$ cat src/rtl/bin_to_bcd_seq_pkg.sv
// Shared types and constants for the sequential binary-to-BCD converter.
package bcd_pkg;

  typedef enum logic [1:0] {
    ST_IDLE  = 2'd0,
    ST_SHIFT = 2'd1,
    ST_DONE  = 2'd2
  } state_e;

  localparam int DIGIT_W = 4;

  // Per-digit correction applied before each shift.
  localparam logic [DIGIT_W-1:0] DIG_THRESH = 4'd5;
  localparam logic [DIGIT_W-1:0] DIG_ADDEND = 4'd3;

  // True when DIGITS decimal digits can hold the largest BIN_W-bit value.
  function automatic bit bcd_fits(int bin_w, int digits);
    longint unsigned max_bin;
    longint unsigned dec_range;
    max_bin   = (64'd1 << bin_w) - 64'd1;
    dec_range = 64'd1;
    for (int i = 0; i < digits; i++) begin
      dec_range = dec_range * 64'd10;
    end
    return dec_range > max_bin;
  endfunction

endpackage

$ cat src/rtl/bin_to_bcd_seq_if.sv
// Valid/ready bus between a producer of binary words and the BCD converter.
interface bin_to_bcd_seq_if
  import bcd_pkg::*;
#(
  parameter int BIN_W  = 8,
  parameter int DIGITS = 3
) ();

  logic                        in_valid;
  logic                        in_ready;
  logic [BIN_W-1:0]            bin_in;
  logic                        out_valid;
  logic                        out_ready;
  logic [DIGIT_W*DIGITS-1:0]   bcd_out;
  logic                        busy;

  // Producer / consumer side.
  modport master (
    output in_valid, bin_in, out_ready,
    input  in_ready, out_valid, bcd_out, busy
  );

  // Converter side.
  modport slave (
    input  in_valid, bin_in, out_ready,
    output in_ready, out_valid, bcd_out, busy
  );

endinterface

$ cat src/rtl/bin_to_bcd_seq_dabble_digit.sv
// Single-digit double-dabble corrector: adds 3 when the digit is 5 or more.
// Wraps modulo 16 for the (unreachable in operation) inputs 10-15.
module dabble_digit
  import bcd_pkg::*;
(
  input  logic [DIGIT_W-1:0] digit_i,
  output logic [DIGIT_W-1:0] digit_o
);

  // Conditional +3 so the following left shift carries correctly into the next digit.
  always_comb begin
    digit_o = digit_i;
    if (digit_i >= DIG_THRESH) begin
      digit_o = digit_i + DIG_ADDEND;
    end
  end

endmodule

$ cat src/rtl/bin_to_bcd_seq.sv
// Sequential binary-to-BCD converter (shift-and-add-3), one bit per clock.
// The finished result lives in its own register so bcd_out keeps the last
// value while the accumulator is reused by the next conversion.
module bin_to_bcd_seq
  import bcd_pkg::*;
#(
  parameter int BIN_W  = 8,
  parameter int DIGITS = 3
) (
  input  logic             clk,
  input  logic             rst,
  bin_to_bcd_seq_if.slave  bus
);

  localparam int BCD_W = DIGIT_W * DIGITS;
  localparam int CAT_W = BCD_W + BIN_W;
  localparam int CNT_W = $clog2(BIN_W + 1);
  localparam logic [CNT_W-1:0] CNT_LAST = CNT_W'(BIN_W);

  if (!bcd_fits(BIN_W, DIGITS)) begin : g_width_check
    $fatal(1, "bin_to_bcd_seq: DIGITS too small for BIN_W");
  end

  state_e              state_q,   state_d;
  logic [BIN_W-1:0]    bin_sh_q,  bin_sh_d;
  logic [BCD_W-1:0]    bcd_acc_q, bcd_acc_d;
  logic [BCD_W-1:0]    res_q,     res_d;
  logic [CNT_W-1:0]    cnt_q,     cnt_d;
  logic [BCD_W-1:0]    bcd_corr;
  logic [CAT_W-1:0]    shifted;

  for (genvar g = 0; g < DIGITS; g++) begin : g_digit
    dabble_digit u_dabble (
      .digit_i (bcd_acc_q[g*DIGIT_W +: DIGIT_W]),
      .digit_o (bcd_corr[g*DIGIT_W +: DIGIT_W])
    );
  end

  assign shifted = {bcd_corr, bin_sh_q} << 1;

  // Next-state and datapath updates for IDLE / SHIFT / DONE.
  always_comb begin
    state_d   = state_q;
    bin_sh_d  = bin_sh_q;
    bcd_acc_d = bcd_acc_q;
    res_d     = res_q;
    cnt_d     = cnt_q;
    case (state_q)
      ST_IDLE: begin
        if (bus.in_valid) begin
          bin_sh_d  = bus.bin_in;
          bcd_acc_d = '0;
          cnt_d     = '0;
          state_d   = ST_SHIFT;
        end
      end
      ST_SHIFT: begin
        bcd_acc_d = shifted[CAT_W-1 -: BCD_W];
        bin_sh_d  = shifted[BIN_W-1:0];
        cnt_d     = cnt_q + CNT_W'(1);
        if (cnt_d == CNT_LAST) begin
          res_d   = shifted[CAT_W-1 -: BCD_W];
          state_d = ST_DONE;
        end
      end
      ST_DONE: begin
        if (bus.out_ready) begin
          state_d = ST_IDLE;
        end
      end
      default: state_d = ST_IDLE;
    endcase
  end

  // State and datapath registers; reset discards any conversion in flight.
  always_ff @(posedge clk) begin
    if (rst) begin
      state_q   <= ST_IDLE;
      bin_sh_q  <= '0;
      bcd_acc_q <= '0;
      res_q     <= '0;
      cnt_q     <= '0;
    end else begin
      state_q   <= state_d;
      bin_sh_q  <= bin_sh_d;
      bcd_acc_q <= bcd_acc_d;
      res_q     <= res_d;
      cnt_q     <= cnt_d;
    end
  end

  assign bus.in_ready  = (state_q == ST_IDLE);
  assign bus.busy      = (state_q == ST_SHIFT);
  assign bus.out_valid = (state_q == ST_DONE);
  assign bus.bcd_out   = res_q;

endmodule

$ cat src/flat_wrapper.sv
// flat-port wrapper written by rule: the top's interface ports become plain ports
module bin_to_bcd_seq_flat import bcd_pkg::*;
#(
  parameter int BIN_W  = 8,
  parameter int DIGITS = 3
)
  (clk, rst, bus_in_valid, bus_bin_in, bus_out_ready, bus_in_ready, bus_out_valid, bus_bcd_out, bus_busy);
  bin_to_bcd_seq_if #(.BIN_W(BIN_W), .DIGITS(DIGITS)) bus_i ();
  input  logic clk;
  input  logic rst;
  input wire logic [$bits(bus_i.in_valid)-1:0] bus_in_valid;
  input wire logic [$bits(bus_i.bin_in)-1:0] bus_bin_in;
  input wire logic [$bits(bus_i.out_ready)-1:0] bus_out_ready;
  output wire logic [$bits(bus_i.in_ready)-1:0] bus_in_ready;
  output wire logic [$bits(bus_i.out_valid)-1:0] bus_out_valid;
  output wire logic [$bits(bus_i.bcd_out)-1:0] bus_bcd_out;
  output wire logic [$bits(bus_i.busy)-1:0] bus_busy;
  assign bus_i.in_valid = bus_in_valid;
  assign bus_i.bin_in = bus_bin_in;
  assign bus_i.out_ready = bus_out_ready;
  assign bus_in_ready = bus_i.in_ready;
  assign bus_out_valid = bus_i.out_valid;
  assign bus_bcd_out = bus_i.bcd_out;
  assign bus_busy = bus_i.busy;
  bin_to_bcd_seq #(.BIN_W(BIN_W), .DIGITS(DIGITS)) u_core (.clk(clk), .rst(rst), .bus(bus_i));
endmodule
$ cat config.mk
export PLATFORM = sky130hd
export DESIGN_NAME = bin_to_bcd_seq_flat
export DESIGN_NICKNAME = d
export VERILOG_FILES = /design/src/rtl/bin_to_bcd_seq_pkg.sv /design/src/rtl/bin_to_bcd_seq_if.sv /design/src/rtl/bin_to_bcd_seq_dabble_digit.sv /design/src/rtl/bin_to_bcd_seq.sv /design/src/flat_wrapper.sv
export SDC_FILE = /design/constraint.sdc
export NUM_CORES = 1
export LEC_CHECK = 0
export CELL_PAD_IN_SITES_DETAIL_PLACEMENT = 1
export CELL_PAD_IN_SITES_GLOBAL_PLACEMENT = 2
export CORE_MARGIN = 4
export CORE_UTILIZATION = 33
export CTS_CLUSTER_DIAMETER = 30
export DETAILED_ROUTE_END_ITERATION = 10
export PLACE_DENSITY = 0.82
export RECOVER_POWER = 100
export SETUP_SLACK_MARGIN = 0.2
export SYNTH_ARGS = -nofsm -noshare
export SYNTH_HDL_FRONTEND = slang
export SYNTH_SLANG_ARGS = --single-unit
$ cat constraint.sdc
create_clock -name clk -period 3.8 [get_ports clk]
set_clock_uncertainty 0.2 [all_clocks]
set_input_delay 0.38 -clock clk [delete_from_list [all_inputs] [get_ports clk]]
set_output_delay 0.38 -clock clk [all_outputs]
set_load 0.005 [all_outputs]
==> flow_metrics.py, run 1 <==
metrics = {
    "run_status": {
        "status": "finished, final reports clean",
    },
    "sta": {
        "fin_setup_tns_ns": 0,
        "finalMaxSlewViolations": 0,
        "fin_crit_sh_pct": 78.1,
        "rsz0062_at_grt": "no",
        "fmax_ghz": 0.337,
        "hold_violations": 0,
        "slew_headroom_pct": 4.93,
        "worst_pin_slew_ns": 1.43,
        "setup_viol": 0,
        "layout_min_cycle_time_ns": 2.97,
    },
    "cts": {
        "cts-resized-gates": 0,
        "cts_buffer_depth": 2,
        "post_cts_buffers": 0,
        "cts_made_buffers": 5,
        "cts-hold-fix-buffers": 0,
        "root_buffer": "clkbuf_8",
        "htreeDepth": 2,
        "cts_tree": "built",
        "clock_latency_ns": 0.29,
        "clk_pin_slew_ns": 0.08,
        "cts_sinks": 38,
    },
    "placed_design": {
        "postPlaceCellArea_sq_um": 2120,
        "place.gp.congestion": 0.762,
        "place_hpwl_mm": 3.21,
        "numPortBuffers": 26,
    },
    "synthesis": {
        "ys_ff_latch": 38,
        "synth.distinct_cells": 37,
        "ys.flop_type": "dfxtp_1",
        "syn_area_sq_um": 1820,
        "yosysWarnings": 0,
        "synth_cells": 213,
        "seq_area_frac_synth_pct": 41.8,
        "synth_enable_flop_cells": 0,
        "async_reset_ff_share_pct": 0,
        "avgSynthCellArea_sq_um": 8.54,
        "synth_nets": 232,
    },
    "worst_setup_path": {
        "timing.critical_path.fanout_max": 15,
        "crit_type": "flop to primary output",
        "required_ns": 3.22,
        "worstPathArrival_ns": 2.39,
        "worst_setup_path_end_kind": "primary output",
        "cp-start-kind": "flop",
    },
    "global_route": {
        "grt_pass1_vias": 1620,
        "grt_max_degree": 21,
        "track_usage_pct": 15.4,
        "grt-ovfl-total": 0,
        "grt_antenna_before_repair": 0,
        "grt_pass1_wl_mm": 8.03,
    },
    "die": {
        "die_h_microns": 82.2,
        "die_area_sq_um": 6760,
        "ioPinCount": 27,
        "core_area_sq_um": 5240,
        "die_w_microns": 82.2,
        "start_util_pct": 34.7,
        "std_cell_rows": 26,
    },
    "run": {
        "cap_viol_max_count": 0,
    },
    "final_layout": {
        "final_cell_mix": "38 x dfxtp_1, 32 x nor2_1, 20 x a21oi_1, 16 x dlygate4sd3_1",
        "drive_gt1_share_pct": 7.56,
        "insertedDiodeCount": 0,
        "layout_commonest_cell": "dfxtp_1",
        "area_growth_pct": 21.5,
        "nNetsFinal": 256,
        "finalInstanceArea_sq_um": 2210,
    },
    "drt": {
        "drtAntennaViolNets": 0,
        "drtIter0Drc": 79,
        "drc": 0,
        "dr.pass1.iters": 4,
        "wl_per_cell_microns": 15.1,
        "dr_total_vias": 1622,
        "wirelength_mm": 4.66,
        "post_drt_via_cell_ratio": 5.27,
    },
    "power_and_ir_drop": {
        "irDropWorstVdd_v": 0.000169,
        "total_leakage_power_nw": 0.781,
        "power_per_cell_area_nw_per_um2": 349,
    },
    "min_path": {
        "holdCritPathClass": "flop to flop",
    },
}
[cells in the mapped netlist (2+ instances only)]
library cell	n	area [sq um]
a211oi_1	7	52.6
a21oi_1	19	95.1
a22oi_1	2	15.0
a2bb2oi_1	5	43.8
a311oi_1	4	35.0
buf_2	3	15.0
clkbuf_1	6	22.5
dfxtp_1	38	761
ha_1	7	87.6
inv_1	11	41.3
mux2_2	3	33.8
nand2_1	13	48.8
nand2b_1	3	18.8
nand3_1	7	35.0
nand3b_1	3	22.5
nor2_1	32	120
nor2b_1	7	43.8
nor3_1	2	10.0
nor3b_1	3	22.5
o21ai_0	10	50.1
o21ai_1	3	15.0
o21bai_1	2	15.0
o221a_2	4	45.0
o311ai_0	3	26.3
o32ai_1	4	35.0
[final timing paths]
kind / start / endpoint / slack [ns] / cells after the start
setup / recovery: u_core.state_q[0]$_SDFFE_PP0P_ / bus_busy / 0.83 / 3
hold / removal: u_core.bcd_acc_q[1]$_SDFFE_PP0P_ / u_core.bcd_acc_q[1]$_SDFFE_PP0P_ / 0.28 / 2
setup reg to reg: u_core.state_q[0]$_SDFFE_PP0P_ / u_core.bus.bcd_out[5]$_SDFFE_PP0P_ / 0.98 / 4
hold reg to reg: u_core.bcd_acc_q[1]$_SDFFE_PP0P_ / u_core.bcd_acc_q[1]$_SDFFE_PP0P_ / 0.28 / 2
[stage by stage]
stage	setup WS (ns)	instances	power [W]	hold WS, ns	util [%]
6_report	0.833	308	0.000770	0.275	42.2
3_3_place_gp	1.22	300	0.000493	0.256	40.6
3_5_place_dp	1.18	300	0.000493	0.268	40.6
4_1_cts	0.869	308	0.000780	0.279	42.3
2_1_floorplan	2.09	213	0.000464	0.241	-
5_1_grt	0.659	308	0.000812	0.308	42.2
[power breakdown]
group | total (W) | internal, W | switching (W)
registers | 0.000417 | 0.000408 | 0.00000958
logic | 0.0000638 | 0.0000291 | 0.0000347
clock network | 0.000289 | 0.000147 | 0.000143
[area by class of cell]
cell class / instances / area (sq um)
Tap cell: 70 / 87.6
Sequential cell: 38 / 761
Timing Repair Buffer: 28 / 272
Fill cell: 621 / 3030
Inverter: 11 / 41.3
Multi-Input combinational cell: 153 / 956
Clock inverter: 1 / 5.00
Clock buffer: 7 / 86.3
[flip-flops by register name, summed over array words and instances (netlist names)]
register / cells
u_core.bcd_acc_q: 12
u_core.state_q: 2
u_core.bin_sh_q: 8
u_core.cnt_q: 4
u_core.bus.bcd_out: 12
[worst max-delay path, stage by stage (launching register included)]
cell and delay [ns]:
dfxtp_1 0.60, nand2b_1 0.38, inv_1 0.47, dlygate4sd3_1 0.64
[routing by layer]
metal / vias up / GRT usage, % / share of wire, % / wire length (microns)
met2: 25 / 23.6 / 46 / 2140
met4: 0 / 3.49 / 0.49 / 23
met3: 2 / 3.69 / 3.3 / 155
met1: 779 / 21.6 / 50 / 2340
met5: - / 0 / 0 / 0
li1: 816 / - / - / -
[cells by family (layout without fill, tap and decap cells)]
logic type / count (synthesis) / in the layout / synth area share, %
mux: 4 / 4 / 2.41
buf+inv: 22 / 47 / 5.37
flops: 38 / 38 / 41.8
simple gates: 74 / 74 / 19.6
fa+ha+maj: 7 / 7 / 4.82
compound gates: 68 / 68 / 25.9
Power figures use the tool's default switching activity.
==> run 2: changes to the inputs <==
--- a/config.mk
+++ b/config.mk
@@ -8,10 +8,10 @@
 export CELL_PAD_IN_SITES_DETAIL_PLACEMENT = 1
 export CELL_PAD_IN_SITES_GLOBAL_PLACEMENT = 2
 export CORE_MARGIN = 4
-export CORE_UTILIZATION = 33
+export CORE_UTILIZATION = 32
 export CTS_CLUSTER_DIAMETER = 30
 export DETAILED_ROUTE_END_ITERATION = 10
-export PLACE_DENSITY = 0.82
+export PLACE_DENSITY = 0.79
 export RECOVER_POWER = 100
 export SETUP_SLACK_MARGIN = 0.2
 export SYNTH_ARGS = -nofsm -noshare
==> constraint.sdc (replaced) <==
create_clock -name clk -period 3 [get_ports clk]
set_clock_uncertainty 0.2 [all_clocks]
set_input_delay 0.3 -clock clk [delete_from_list [all_inputs] [get_ports clk]]
set_output_delay 0.3 -clock clk [all_outputs]
set_load 0.005 [all_outputs]
==> run 2 against run 1 <==
Compared with the run above:
- critical path depth rose by 2
- worst hold slack improved by 0.0047 ns
- count of clock-buffer cells in the layout fell by 2
- first-iteration DRC count fell by 46%
- largest cell class unchanged
- global-route usage fell by 0.86 points
==> flow_metrics.py, run 2 (synthesis results as in run 1) <==
metrics = {
    "drt": {
        "wl_per_cell_microns": 15.4,
        "drtAntennaViolNets": 0,
        "dr.pass1.iters": 4,
        "drc": 0,
        "wl_met2_mm": 2.28,
        "drt-met1-wl_mm": 2.35,
        "post_drt_via_cell_ratio": 5.12,
        "dr_total_vias": 1596,
        "dr_wl_met3_microns": 142,
        "top_layer_used": "met4",
        "drtIter0Drc": 43,
        "wirelength_mm": 4.81,
    },
    "die": {
        "start_util_pct": 33.0,
        "die_w_microns": 83.4,
        "die_area_sq_um": 6950,
        "std_cell_rows": 27,
        "die_h_microns": 83.4,
        "ioPinCount": 27,
        "core_area_sq_um": 5510,
    },
    "placed_design": {
        "numPortBuffers": 26,
        "postPlaceCellArea_sq_um": 2150,
        "place_hpwl_mm": 3.35,
        "dp_slack_ns": 0.842,
        "place.gp.congestion": 0.808,
    },
    "run": {
        "cap_viol_max_count": 0,
    },
    "worst_setup_path": {
        "required_ns": 2.98,
        "cp-start-kind": "flop",
        "timing.critical_path.fanout_max": 15,
        "worstPathArrival_ns": 2.41,
        "worst_setup_path_end_kind": "flop",
        "crit_type": "flop to flop",
    },
    "final_layout": {
        "final_util_pct": 40.2,
        "finalInstanceArea_sq_um": 2210,
        "insertedDiodeCount": 0,
        "drive_gt1_share_pct": 7.92,
        "area_growth_pct": 21.7,
        "nNetsFinal": 259,
        "layout_commonest_cell": "dfxtp_1",
        "nFillCells": 672,
        "final_cell_mix": "38 x dfxtp_1, 32 x nor2_1, 19 x a21oi_1, 16 x dlygate4sd3_1, 13 x nand2_1",
    },
    "min_path": {
        "holdCritPathClass": "flop to flop",
    },
    "cts": {
        "cts-hold-fix-buffers": 0,
        "root_buffer": "clkbuf_8",
        "cts_buffer_depth": 2,
        "cts_sinks": 38,
        "cts_tree": "built",
        "cts_made_buffers": 5,
        "htreeDepth": 2,
        "post_cts_buffers": 0,
        "cts-resized-gates": 0,
        "clock_latency_ns": 0.30,
        "clk_pin_slew_ns": 0.08,
    },
    "run_status": {
        "status": "finished, final reports clean",
    },
    "global_route": {
        "grt_pass1_wl_mm": 8.16,
        "grt-ovfl-total": 0,
        "grt_antenna_before_repair": 0,
        "grt_max_degree": 32,
        "grt_pass1_vias": 1621,
        "track_usage_pct": 14.5,
    },
    "sta": {
        "slew_headroom_pct": 47.8,
        "worst_hold_slack_ns": 0.280,
        "hold_violations": 0,
        "worst_pin_slew_ns": 0.783,
        "fin_setup_tns_ns": 0,
        "rsz0062_at_grt": "no",
        "fin_crit_sh_pct": 80.8,
        "fmax_ghz": 0.413,
        "finalWorstSetupSlack_ns": 0.576,
        "setup_viol": 0,
        "finalMaxSlewViolations": 0,
        "layout_min_cycle_time_ns": 2.42,
    },
    "power_and_ir_drop": {
        "power_per_cell_area_nw_per_um2": 431,
        "total_leakage_power_nw": 0.782,
        "irDropWorstVdd_v": 0.000176,
    },
}
run 2: critical path: stages (launching register included):
cell and delay, ns:
dfxtp_1 0.61, nand4b_1 0.36, a21oi_2 0.20, clkbuf_1 0.61, mux2i_1 0.27, nor2_1 0.05
run 2: power breakdown:
group          switching [W]  total [W]  internal [W]
Clock               0.000186   0.000342      0.000156
Sequential         0.0000127   0.000529      0.000516
Combinational      0.0000437  0.0000822     0.0000385
run 2: final timing paths:
kind                                            from                                 end  slack (ns)  cells past startpoint
hold / removal    u_core.bus.bcd_out[5]$_SDFFE_PP0P_  u_core.bus.bcd_out[5]$_SDFFE_PP0P_        0.28                      2
setup reg to reg      u_core.state_q[0]$_SDFFE_PP0P_  u_core.bus.bcd_out[0]$_SDFFE_PP0P_        0.58                      5
setup / recovery      u_core.state_q[0]$_SDFFE_PP0P_  u_core.bus.bcd_out[0]$_SDFFE_PP0P_        0.58                      5
hold reg to reg   u_core.bus.bcd_out[5]$_SDFFE_PP0P_  u_core.bus.bcd_out[5]$_SDFFE_PP0P_        0.28                      2
run 2: metal layers:
| metal | global-route usage, % | up-vias |
|---|---|---|
| met4 | 4.01 | 0 |
| met5 | 0 | - |
| met1 | 19.1 | 750 |
| li1 | - | 820 |
| met2 | 22.7 | 19 |
| met3 | 4.66 | 7 |
run 2: cell type report:
cell class | count | area, sq um | area share [%]
Tap cell | 72 | 90.1 | 4.07
Sequential cell | 38 | 761 | 34.4
Timing Repair Buffer | 31 | 287 | 13.0
Multi-Input combinational cell | 153 | 955 | 43.2
Inverter | 11 | 41.3 | 1.87
Clock buffer | 5 | 68.8 | 3.11
Clock inverter | 2 | 10.0 | 0.452
run 2: through the flow:
step                      power (W)  cells
after floorplan            0.000588    213
after global placement     0.000627    305
after detailed placement   0.000627    305
after CTS                  0.000963    312
after global routing        0.00101    312
final                      0.000954    312
==> run 3: changes to the inputs <==
==> constraint.sdc (replaced) <==
create_clock -name clk -period 2.25 [get_ports clk]
set_clock_uncertainty 0.2 [all_clocks]
set_input_delay 0.225 -clock clk [delete_from_list [all_inputs] [get_ports clk]]
set_output_delay 0.225 -clock clk [all_outputs]
set_load 0.005 [all_outputs]
==> run 3 against run 2 <==
Compared with the run above:
- non-clock buffer count grew 3
- critical path depth shrank 2
- setup slack lost 0.33 ns
- critical endpoint is now bus_out_valid
- design area grew 2.8%
- critical path type is now flop to primary output
- sequential cell count is the same
- die area is the same
- sequential power grew 33%
- wire length grew 3.0%
- worst hold slack lost 0.0012 ns
- via count grew 4.2%
==> flow_metrics.py, run 3 (synthesis results as in run 1) <==
metrics = {
    "run_status": {
        "status": "finished, final reports clean",
    },
    "power_and_ir_drop": {
        "power_per_cell_area_nw_per_um2": 586,
        "internal-power_w": 0.000991,
        "power_frac_clock_pct": 38.2,
        "pwr-share-seq_pct": 52.8,
        "p_sw_w": 0.000340,
        "switching_share_pct": 25.6,
        "pwr-share-comb_pct": 9.0,
        "total_leakage_power_nw": 0.810,
        "irDropWorstVdd_v": 0.000298,
    },
    "final_layout": {
        "fin_cells": 316,
        "layout_commonest_cell": "dfxtp_1",
        "regArea_sq_um": 762,
        "final_cell_mix": "37 x dfxtp_1, 32 x nor2_1, 20 x a21oi_1, 15 x dlygate4sd3_1, 13 x nand2_1",
        "multiInputGateArea_sq_um": 958,
        "insertedDiodeCount": 0,
        "nNetsFinal": 262,
        "area_growth_pct": 25.1,
        "finalInstanceArea_sq_um": 2270,
        "nFillCells": 663,
        "drive_gt1_share_pct": 10.2,
    },
    "drt": {
        "post_drt_via_cell_ratio": 5.26,
        "dr_total_vias": 1663,
        "wl_per_cell_microns": 15.7,
        "dr.pass1.iters": 4,
        "drtAntennaViolNets": 0,
        "drc": 0,
        "drtIter0Drc": 61,
        "wirelength_mm": 4.96,
    },
    "die": {
        "std_cell_rows": 27,
        "die_h_microns": 83.4,
        "ioPinCount": 27,
        "start_util_pct": 33.0,
        "die_w_microns": 83.4,
        "die_area_sq_um": 6950,
        "core_area_sq_um": 5510,
    },
    "placed_design": {
        "placed_cells_incl_taps": 308,
        "numPortBuffers": 26,
        "place.gp.congestion": 0.746,
        "postPlaceCellArea_sq_um": 2180,
        "place_hpwl_mm": 3.50,
    },
    "sta": {
        "fmax_ghz": 0.498,
        "fin_crit_sh_pct": 89.2,
        "rsz0062_at_grt": "no",
        "hold_violations": 0,
        "layout_min_cycle_time_ns": 2.01,
        "finalMaxSlewViolations": 0,
        "fin_setup_tns_ns": 0,
        "worst_pin_slew_ns": 0.762,
        "setup_viol": 0,
        "slew_headroom_pct": 49.2,
    },
    "global_route": {
        "grt_pass1_vias": 1700,
        "grt_pass1_wl_mm": 8.60,
        "grt_max_degree": 25,
        "grt_antenna_before_repair": 0,
        "grt-ovfl-total": 0,
        "track_usage_pct": 15.0,
    },
    "cts": {
        "htreeDepth": 2,
        "cts_buffer_depth": 2,
        "cts_sinks": 38,
        "root_buffer": "clkbuf_8",
        "clk_pin_slew_ns": 0.08,
        "cts_made_buffers": 5,
        "cts_tree": "built",
        "clock_latency_ns": 0.29,
    },
    "worst_setup_path": {
        "worstPathArrival_ns": 1.58,
        "cp-start-kind": "flop",
        "required_ns": 1.82,
        "crit_type": "flop to primary output",
        "timing.critical_path.fanout_max": 10,
        "worst_setup_path_end_kind": "primary output",
    },
    "run": {
        "cap_viol_max_count": 0,
    },
    "min_path": {
        "holdCritPathClass": "flop to flop",
    },
}
run 3: cell count changes in the layout (fill, tap and decap cells not counted), sizes merged:
| cell | change |
|---|---|
| clkdlybuf4s50 | +1 |
| clkinv | -1 |
| buf | +4 |
| clkinvlp | +1 |
| dlygate4sd3 | -1 |
run 3: layer usage:
metal | GRT usage [%] | wire, microns | up-vias
met1 | 19.7 | 2420 | 819
li1 | - | - | 820
met2 | 25.2 | 2370 | 20
met3 | 3.37 | 129 | 4
met5 | 0 | 0 | -
met4 | 3.12 | 30 | 0
run 3: path summary, 6_finish.rpt:
path / start / to / slack (ns) / cells after the start
max: u_core.state_q[0]$_SDFFE_PP0P_ / bus_out_valid / 0.24 / 3
min: u_core.bus.bcd_out[1]$_SDFFE_PP0P_ / u_core.bus.bcd_out[1]$_SDFFE_PP0P_ / 0.28 / 2
max reg2reg: u_core.state_q[0]$_SDFFE_PP0P_ / u_core.cnt_q[2]$_SDFFE_PP0P_ / 0.29 / 5
min reg2reg: u_core.bus.bcd_out[1]$_SDFFE_PP0P_ / u_core.bus.bcd_out[1]$_SDFFE_PP0P_ / 0.28 / 2
run 3: stage by stage:
step,hold WS (ns),worst slack [ns],power (W),util (%)
finish,0.279,0.244,0.00133,41.3
detailed placement,0.274,0.398,0.000843,39.7
CTS,0.282,0.229,0.00135,41.4
global route,0.326,0.149,0.00140,41.3
global placement,0.267,0.446,0.000840,39.7
floorplan,0.187,0.543,0.000784,-
run 3: layout make-up:
class	instances	area share, %
Clock buffer	6	3.63
Clock inverter	2	0.550
Multi-Input combinational cell	153	42.2
Inverter	11	1.82
Tap cell	72	3.96
Timing Repair Buffer	34	14.4
Sequential cell	38	33.5
run 3: repair_timing:
item | in CTS | in global routing
resized for setup | 0 | 2
hold buffers | 0 | 0
setup endpoints to repair | 0 | 2
setup buffers | 0 | 0
run 3: power groups by stage:
stage                     Sequential (W)  Combinational, W  Clock [W]
after floorplan                 0.000714         0.0000700          0
after global placement          0.000719          0.000121          0
after detailed placement        0.000719          0.000123          0
after CTS                       0.000703          0.000124   0.000523
after global routing            0.000706          0.000134   0.000559
final                           0.000703          0.000120   0.000508
run 3: worst max-delay path, cell delays in order (launching register included):
cell and delay (ns):
dfxtp_1 0.45, buf_4 0.21, nor2b_2 0.05, dlygate4sd3_1 0.57
